**src/rtl/fmac_pktctrl_wr_arb.sv**
```systemverilog
// Round-robin write arbiter sharing one packet-control FIFO between NREQ requesters.
// A burst is granted only when the FIFO has room for all of it, and bursts never interleave.
module fmac_pktctrl_wr_arb #(
    parameter int NREQ     = 4,
    parameter int WIDTH    = 32,
    parameter int PTR      = 12,
    parameter int MAXBURST = 16,
    localparam int LENW    = $clog2(MAXBURST + 1),
    localparam int IDXW    = (NREQ > 1) ? $clog2(NREQ) : 1
) (
    input  logic                   clk,
    input  logic                   srst,
    input  logic [NREQ-1:0]        req,
    input  logic [NREQ*LENW-1:0]   req_len,
    input  logic [NREQ-1:0]        wr_valid,
    input  logic [NREQ*WIDTH-1:0]  wr_data,
    output logic [NREQ-1:0]        gnt,
    output logic                   fifo_wrreq,
    output logic [WIDTH-1:0]       fifo_data,
    input  logic                   fifo_full,
    input  logic [PTR:0]           fifo_usedw,
    output logic                   busy
);

    localparam logic [PTR:0] DEPTH = (PTR + 1)'(1) << PTR;

    typedef enum logic [1:0] {
        IDLE    = 2'd0,
        BURST   = 2'd1,
        SETTLE0 = 2'd2,
        SETTLE1 = 2'd3
    } state_t;

    state_t            state_q, state_d;
    logic [IDXW-1:0]   rr_ptr_q, rr_ptr_d;
    logic [IDXW-1:0]   idx_q, idx_d;
    logic [LENW-1:0]   len_q, len_d;
    logic [LENW-1:0]   cnt_q, cnt_d;
    logic [NREQ-1:0]   gnt_q, gnt_d;
    logic              wrreq_q, wrreq_d;
    logic [WIDTH-1:0]  data_q, data_d;

    logic [PTR:0]      used;
    logic [PTR:0]      free;
    logic [NREQ-1:0]   elig;
    logic              hit;
    logic [IDXW-1:0]   hit_idx;
    logic              unused_usedw_msb;

    // The usedw MSB is not meaningful; fullness is taken from fifo_full instead.
    assign unused_usedw_msb = fifo_usedw[PTR];

    function automatic logic [LENW-1:0] len_of(input int i);
        return req_len[i*LENW +: LENW];
    endfunction

    always_comb begin
        used = fifo_full ? DEPTH : {1'b0, fifo_usedw[PTR-1:0]};
        free = DEPTH - used;
    end

    always_comb begin
        elig = '0;
        for (int i = 0; i < NREQ; i++) begin
            elig[i] = req[i]
                   && (len_of(i) != '0)
                   && (len_of(i) <= LENW'(MAXBURST))
                   && ((PTR + 1)'(len_of(i)) <= free);
        end
    end

    // First eligible requester at or after rr_ptr, wrapping modulo NREQ.
    always_comb begin : search
        int cand;
        cand    = 0;
        hit     = 1'b0;
        hit_idx = '0;
        for (int k = 0; k < NREQ; k++) begin
            cand = int'(rr_ptr_q) + k;
            if (cand >= NREQ) begin
                cand = cand - NREQ;
            end
            if (!hit && elig[cand]) begin
                hit     = 1'b1;
                hit_idx = IDXW'(cand);
            end
        end
    end

    always_comb begin
        state_d  = state_q;
        rr_ptr_d = rr_ptr_q;
        idx_d    = idx_q;
        len_d    = len_q;
        cnt_d    = cnt_q;
        gnt_d    = gnt_q;
        wrreq_d  = 1'b0;
        data_d   = data_q;
        case (state_q)
            IDLE: begin
                if (hit) begin
                    idx_d    = hit_idx;
                    len_d    = len_of(int'(hit_idx));
                    cnt_d    = '0;
                    gnt_d    = NREQ'(1) << hit_idx;
                    rr_ptr_d = (hit_idx == IDXW'(NREQ - 1)) ? '0 : hit_idx + 1'b1;
                    state_d  = BURST;
                end
            end
            BURST: begin
                if (wr_valid[idx_q] && gnt_q[idx_q]) begin
                    wrreq_d = 1'b1;
                    data_d  = wr_data[idx_q*WIDTH +: WIDTH];
                    cnt_d   = cnt_q + 1'b1;
                    if ((cnt_q + 1'b1) == len_q) begin
                        gnt_d   = '0;
                        state_d = SETTLE0;
                    end
                end
            end
            // Two quiet cycles let the last write land and usedw catch up.
            SETTLE0: state_d = SETTLE1;
            SETTLE1: state_d = IDLE;
            default: state_d = IDLE;
        endcase
    end

    always_ff @(posedge clk) begin
        if (srst) begin
            state_q  <= IDLE;
            rr_ptr_q <= '0;
            idx_q    <= '0;
            len_q    <= '0;
            cnt_q    <= '0;
            gnt_q    <= '0;
            wrreq_q  <= 1'b0;
            data_q   <= '0;
        end else begin
            state_q  <= state_d;
            rr_ptr_q <= rr_ptr_d;
            idx_q    <= idx_d;
            len_q    <= len_d;
            cnt_q    <= cnt_d;
            gnt_q    <= gnt_d;
            wrreq_q  <= wrreq_d;
            data_q   <= data_d;
        end
    end

    assign gnt        = gnt_q;
    assign fifo_wrreq = wrreq_q;
    assign fifo_data  = data_q;
    assign busy       = (state_q != IDLE);

endmodule

```
**config.mk**
```make
export PLATFORM = sky130hd
export DESIGN_NAME = fmac_pktctrl_wr_arb
export DESIGN_NICKNAME = d
export VERILOG_FILES = /design/src/rtl/fmac_pktctrl_wr_arb.sv
export SDC_FILE = /design/constraint.sdc
export NUM_CORES = 1
export LEC_CHECK = 0
export CAP_MARGIN = 20
export CORE_UTILIZATION = 30
export DETAILED_ROUTE_END_ITERATION = 7
export SLEW_MARGIN = 40
export SYNTH_ARGS = -nofsm -noshare
export SYNTH_HDL_FRONTEND = slang
export SYNTH_SLANG_ARGS = --single-unit
```
**constraint.sdc**
```tcl
create_clock -name clk -period 7.4 [get_ports clk]
set_input_delay 2.22 -clock clk [delete_from_list [all_inputs] [get_ports clk]]
set_output_delay 2.22 -clock clk [all_outputs]
set_load 0.02 [all_outputs]
```
==> results.cfg <==
[run_status]
status = completed

[power]
pwr-share-clk_pct = 21.2
p_sw_mw = 0.443
p_per_area_mw_per_mm2 = 189
p_int_mw = 0.802
pwr-share-comb_pct = 49.8
switching_share_pct = 35.6
p_leak_nw = 2.26
power_frac_seq_pct = 29.0
irDropWorstVdd_uv = 118

[logic_synthesis]
synth_cell_types = 60
synth_top_area_share_pct = 25.3
synthCells = 476
async_flop_share_pct = 0
seq_area_frac_synth_pct = 25.3
synth_common_cells = nand2_1, a21oi_1, dfxtp_1
yosys.area.top_type = dfxtp_1
synth-seq-cells = 53
ys_warn_count = 0
synthTopCellsByArea = dfxtp_1, mux4_2, nand2_1
synth_edf_count = 0
yosys.cell_count.top_type = nand2_1
synth.net_count = 668
ys.flop_type = dfxtp_1
syn_area_mm2 = 0.00419
postSynthAreaPerCell_um2 = 8.81

[critical_path]
cp_max_fo = 19
r2r_cells = 9
cp_cell_sequence = clkdlybuf4s50_1 > o21ai_0 > or3b_2 > ha_1 > nand3_1 > o21ai_0 > o21ai_0 > a311oi_2 > or3_2 > o31ai_4 > a311o_2 > o221ai_1
timing.rr.start = idx_q[0]
crit_path_start_kind = input pin
crit_type = in -> reg
crit_path_frequent_cell = o21ai_0
cp_slowest_cell = or3_2
r2r-end = gnt[2]
worstSetupStartpoint = fifo_usedw[0]
reg2reg_slack_ns = 4.54
worstPathArrival_ns = 6.21
required_ns = 7.55
end_kind = flop
slowest_delay_ns = 0.75
cp-endpoint = len_q[2]

[global_routing]
globalRouteMet2Util_pct = 36.1
grt_pass1_vias = 4409
overflow = 0
use_met1_pct = 24.8
grtUsageMet3_pct = 2.88
grt_pass1_wl_um = 23100
busiest_layer = met2
grt_max_degree = 56
antenna_found_initial = 0
gr-usage-all-layers_pct = 19.9

[sta]
fmax_ghz = 0.165
period_minus_slack_ns = 6.06
holdWs_ns = 0.454
finalHoldViolCount = 0
maxSlewHeadroom_pct = 40.3
fin_crit_sh_pct = 81.9
clock-skew-final_ns = 0.00827
tns_ns = 0
slew_viol_final = 0
setup_viol = 0
worst_pin_slew_ns = 0.888
rsz0062_at_grt = no

[cells_and_area]
regArea_mm2 = 0.00106
fillers = 1306
n_antenna_cell = 0
syn_to_final_growth_pct = 57.3
nNetsFinal = 859
drive_above_1_share_pct = 10.6
multi_input_area_mm2 = 0.00294

[clocking]
ctsResizeCount = 0
cts_inserted_buffers = 5
postCtsHoldBufs = 0
htreeDepth = 2
clk_latency_ns = 0.29
cts_max_path_buffers = 2
cts_tree = built
post_cts_buffers = 0
clock_tree.root_cell = clkbuf_16
clk_pin_slew_ns = 0.07
clkSinkCount = 53

[place]
globalplace.congestion = 0.869
port_buffers = 208
hpwlAfterDp_um = 12000

[drt]
drt_iter0_drc = 217
drtPass1Iterations = 4
drc = 0
vias = 4484
ant_nets = 0
wl_per_cell_um = 17.5
postRouteWirelength_um = 14800
via_per_inst = 5.31

[die]
dieHeight_um = 120
core_mm2 = 0.0135
dieWidth_um = 120
rows = 42
start_util_pct = 31.2
dieArea_mm2 = 0.0145
io_pins = 210

[job]
maxCapViolCount = 0

[hold_path]
hold_path.class = reg -> reg
## layer usage
metal / up-vias / part of all wire, %
met3: 11 / 5.1
li1: 2191 / -
met4: 0 / 1.4
met5: - / 0
met1: 2155 / 43
met2: 127 / 50
## logic make-up (layout without fill, tap and decap cells)
| group | after synthesis | count (layout) | synth area share [%] |
|---|---|---|---|
| muxes | 44 | 44 | 20.2 |
| and+or+nand+nor | 170 | 170 | 20.1 |
| adders and majority gates | 20 | 20 | 5.97 |
| buffers and inverters | 49 | 241 | 4.57 |
| AOI/OAI and AO/OA | 128 | 128 | 21.4 |
| DFF | 53 | 53 | 25.3 |
| xor gates and xnor gates | 12 | 12 | 2.51 |
## power by group through the flow
stage | clock [mW] | combinational [mW] | sequential (mW)
2_1_floorplan | 0 | 0.375 | 0.377
3_3_place_gp | 0 | 0.611 | 0.366
3_5_place_dp | 0 | 0.622 | 0.368
4_1_cts | 0.275 | 0.624 | 0.361
5_1_grt | 0.288 | 0.678 | 0.367
6_report | 0.264 | 0.620 | 0.361
## sequential cells by signal (all words and copies together) (netlist names)
signal,count
rr_ptr_q,2
fifo_data,32
fifo_wrreq,1
state_q,2
cnt_q,5
idx_q,2
len_q,5
gnt,4
## worst min-delay path by stage
stage / slack [ns] / end / startpoint / depth (start not counted)
after floorplan: 0.44 / cnt_q[4] / cnt_q[4] / 2
after global placement: 0.44 / fifo_data[12] / fifo_data[12] / 2
after detailed placement: 0.45 / fifo_data[18] / fifo_data[18] / 2
after CTS: 0.46 / fifo_data[12] / fifo_data[12] / 2
after global routing: 0.47 / fifo_data[20] / fifo_data[20] / 2
final: 0.45 / fifo_data[25] / fifo_data[25] / 2
## cell type report
| type | count | share of cell area, % |
|---|---|---|
| Clock buffer | 7 | 2.16 |
| Clock inverter | 1 | 0.455 |
| Inverter | 18 | 1.02 |
| Multi-Input combinational cell | 374 | 44.6 |
| Sequential cell | 53 | 16.1 |
| Tap cell | 176 | 3.34 |
| Timing Repair Buffer | 215 | 32.3 |
## metrics by stage
step / cell area [um^2] / power (mW) / util, % / cells / worst slack, ns
finish: 6600 / 1.24 / 49.0 / 844 / 1.34
global route: 6600 / 1.33 / 49.0 / 844 / 1.16
CTS: 6600 / 1.26 / 49.0 / 844 / 1.30
detailed placement: 6420 / 0.989 / 47.7 / 836 / 1.01
global placement: 6420 / 0.977 / 47.7 / 836 / 1.07
floorplan: 4190 / 0.751 / - / 476 / 2.05
## cells in the final DEF (no fill, tap or decap), drive strengths merged, types with 7 or more instances in the layout
| cell type | n |
|---|---|
| mux2i | 8 |
| clkbuf | 7 |
| nor2 | 16 |
| buf | 8 |
| clkdlybuf4s50 | 207 |
| nor3 | 9 |
| o2111ai | 7 |
| xnor2 | 7 |
| a21oi | 53 |
| and3 | 7 |
| mux4 | 32 |
| a21boi | 7 |
| dfxtp | 53 |
| nor4 | 10 |
| ha | 20 |
| a211oi | 7 |
| o21ai | 14 |
| nand3 | 18 |
| nand4 | 9 |
| nand2 | 79 |
| inv | 17 |
## worst max-delay path: cells and delay by family
kind | cells | cell delay [ns]
AO/OA/AOI/OAI | 7 | 1.78
AND/OR/NAND/NOR | 3 | 1.35
buffers and inverters | 1 | 0.54
adder cells (fa/ha/maj) | 1 | 0.31
Power figures use the tool's default switching activity.
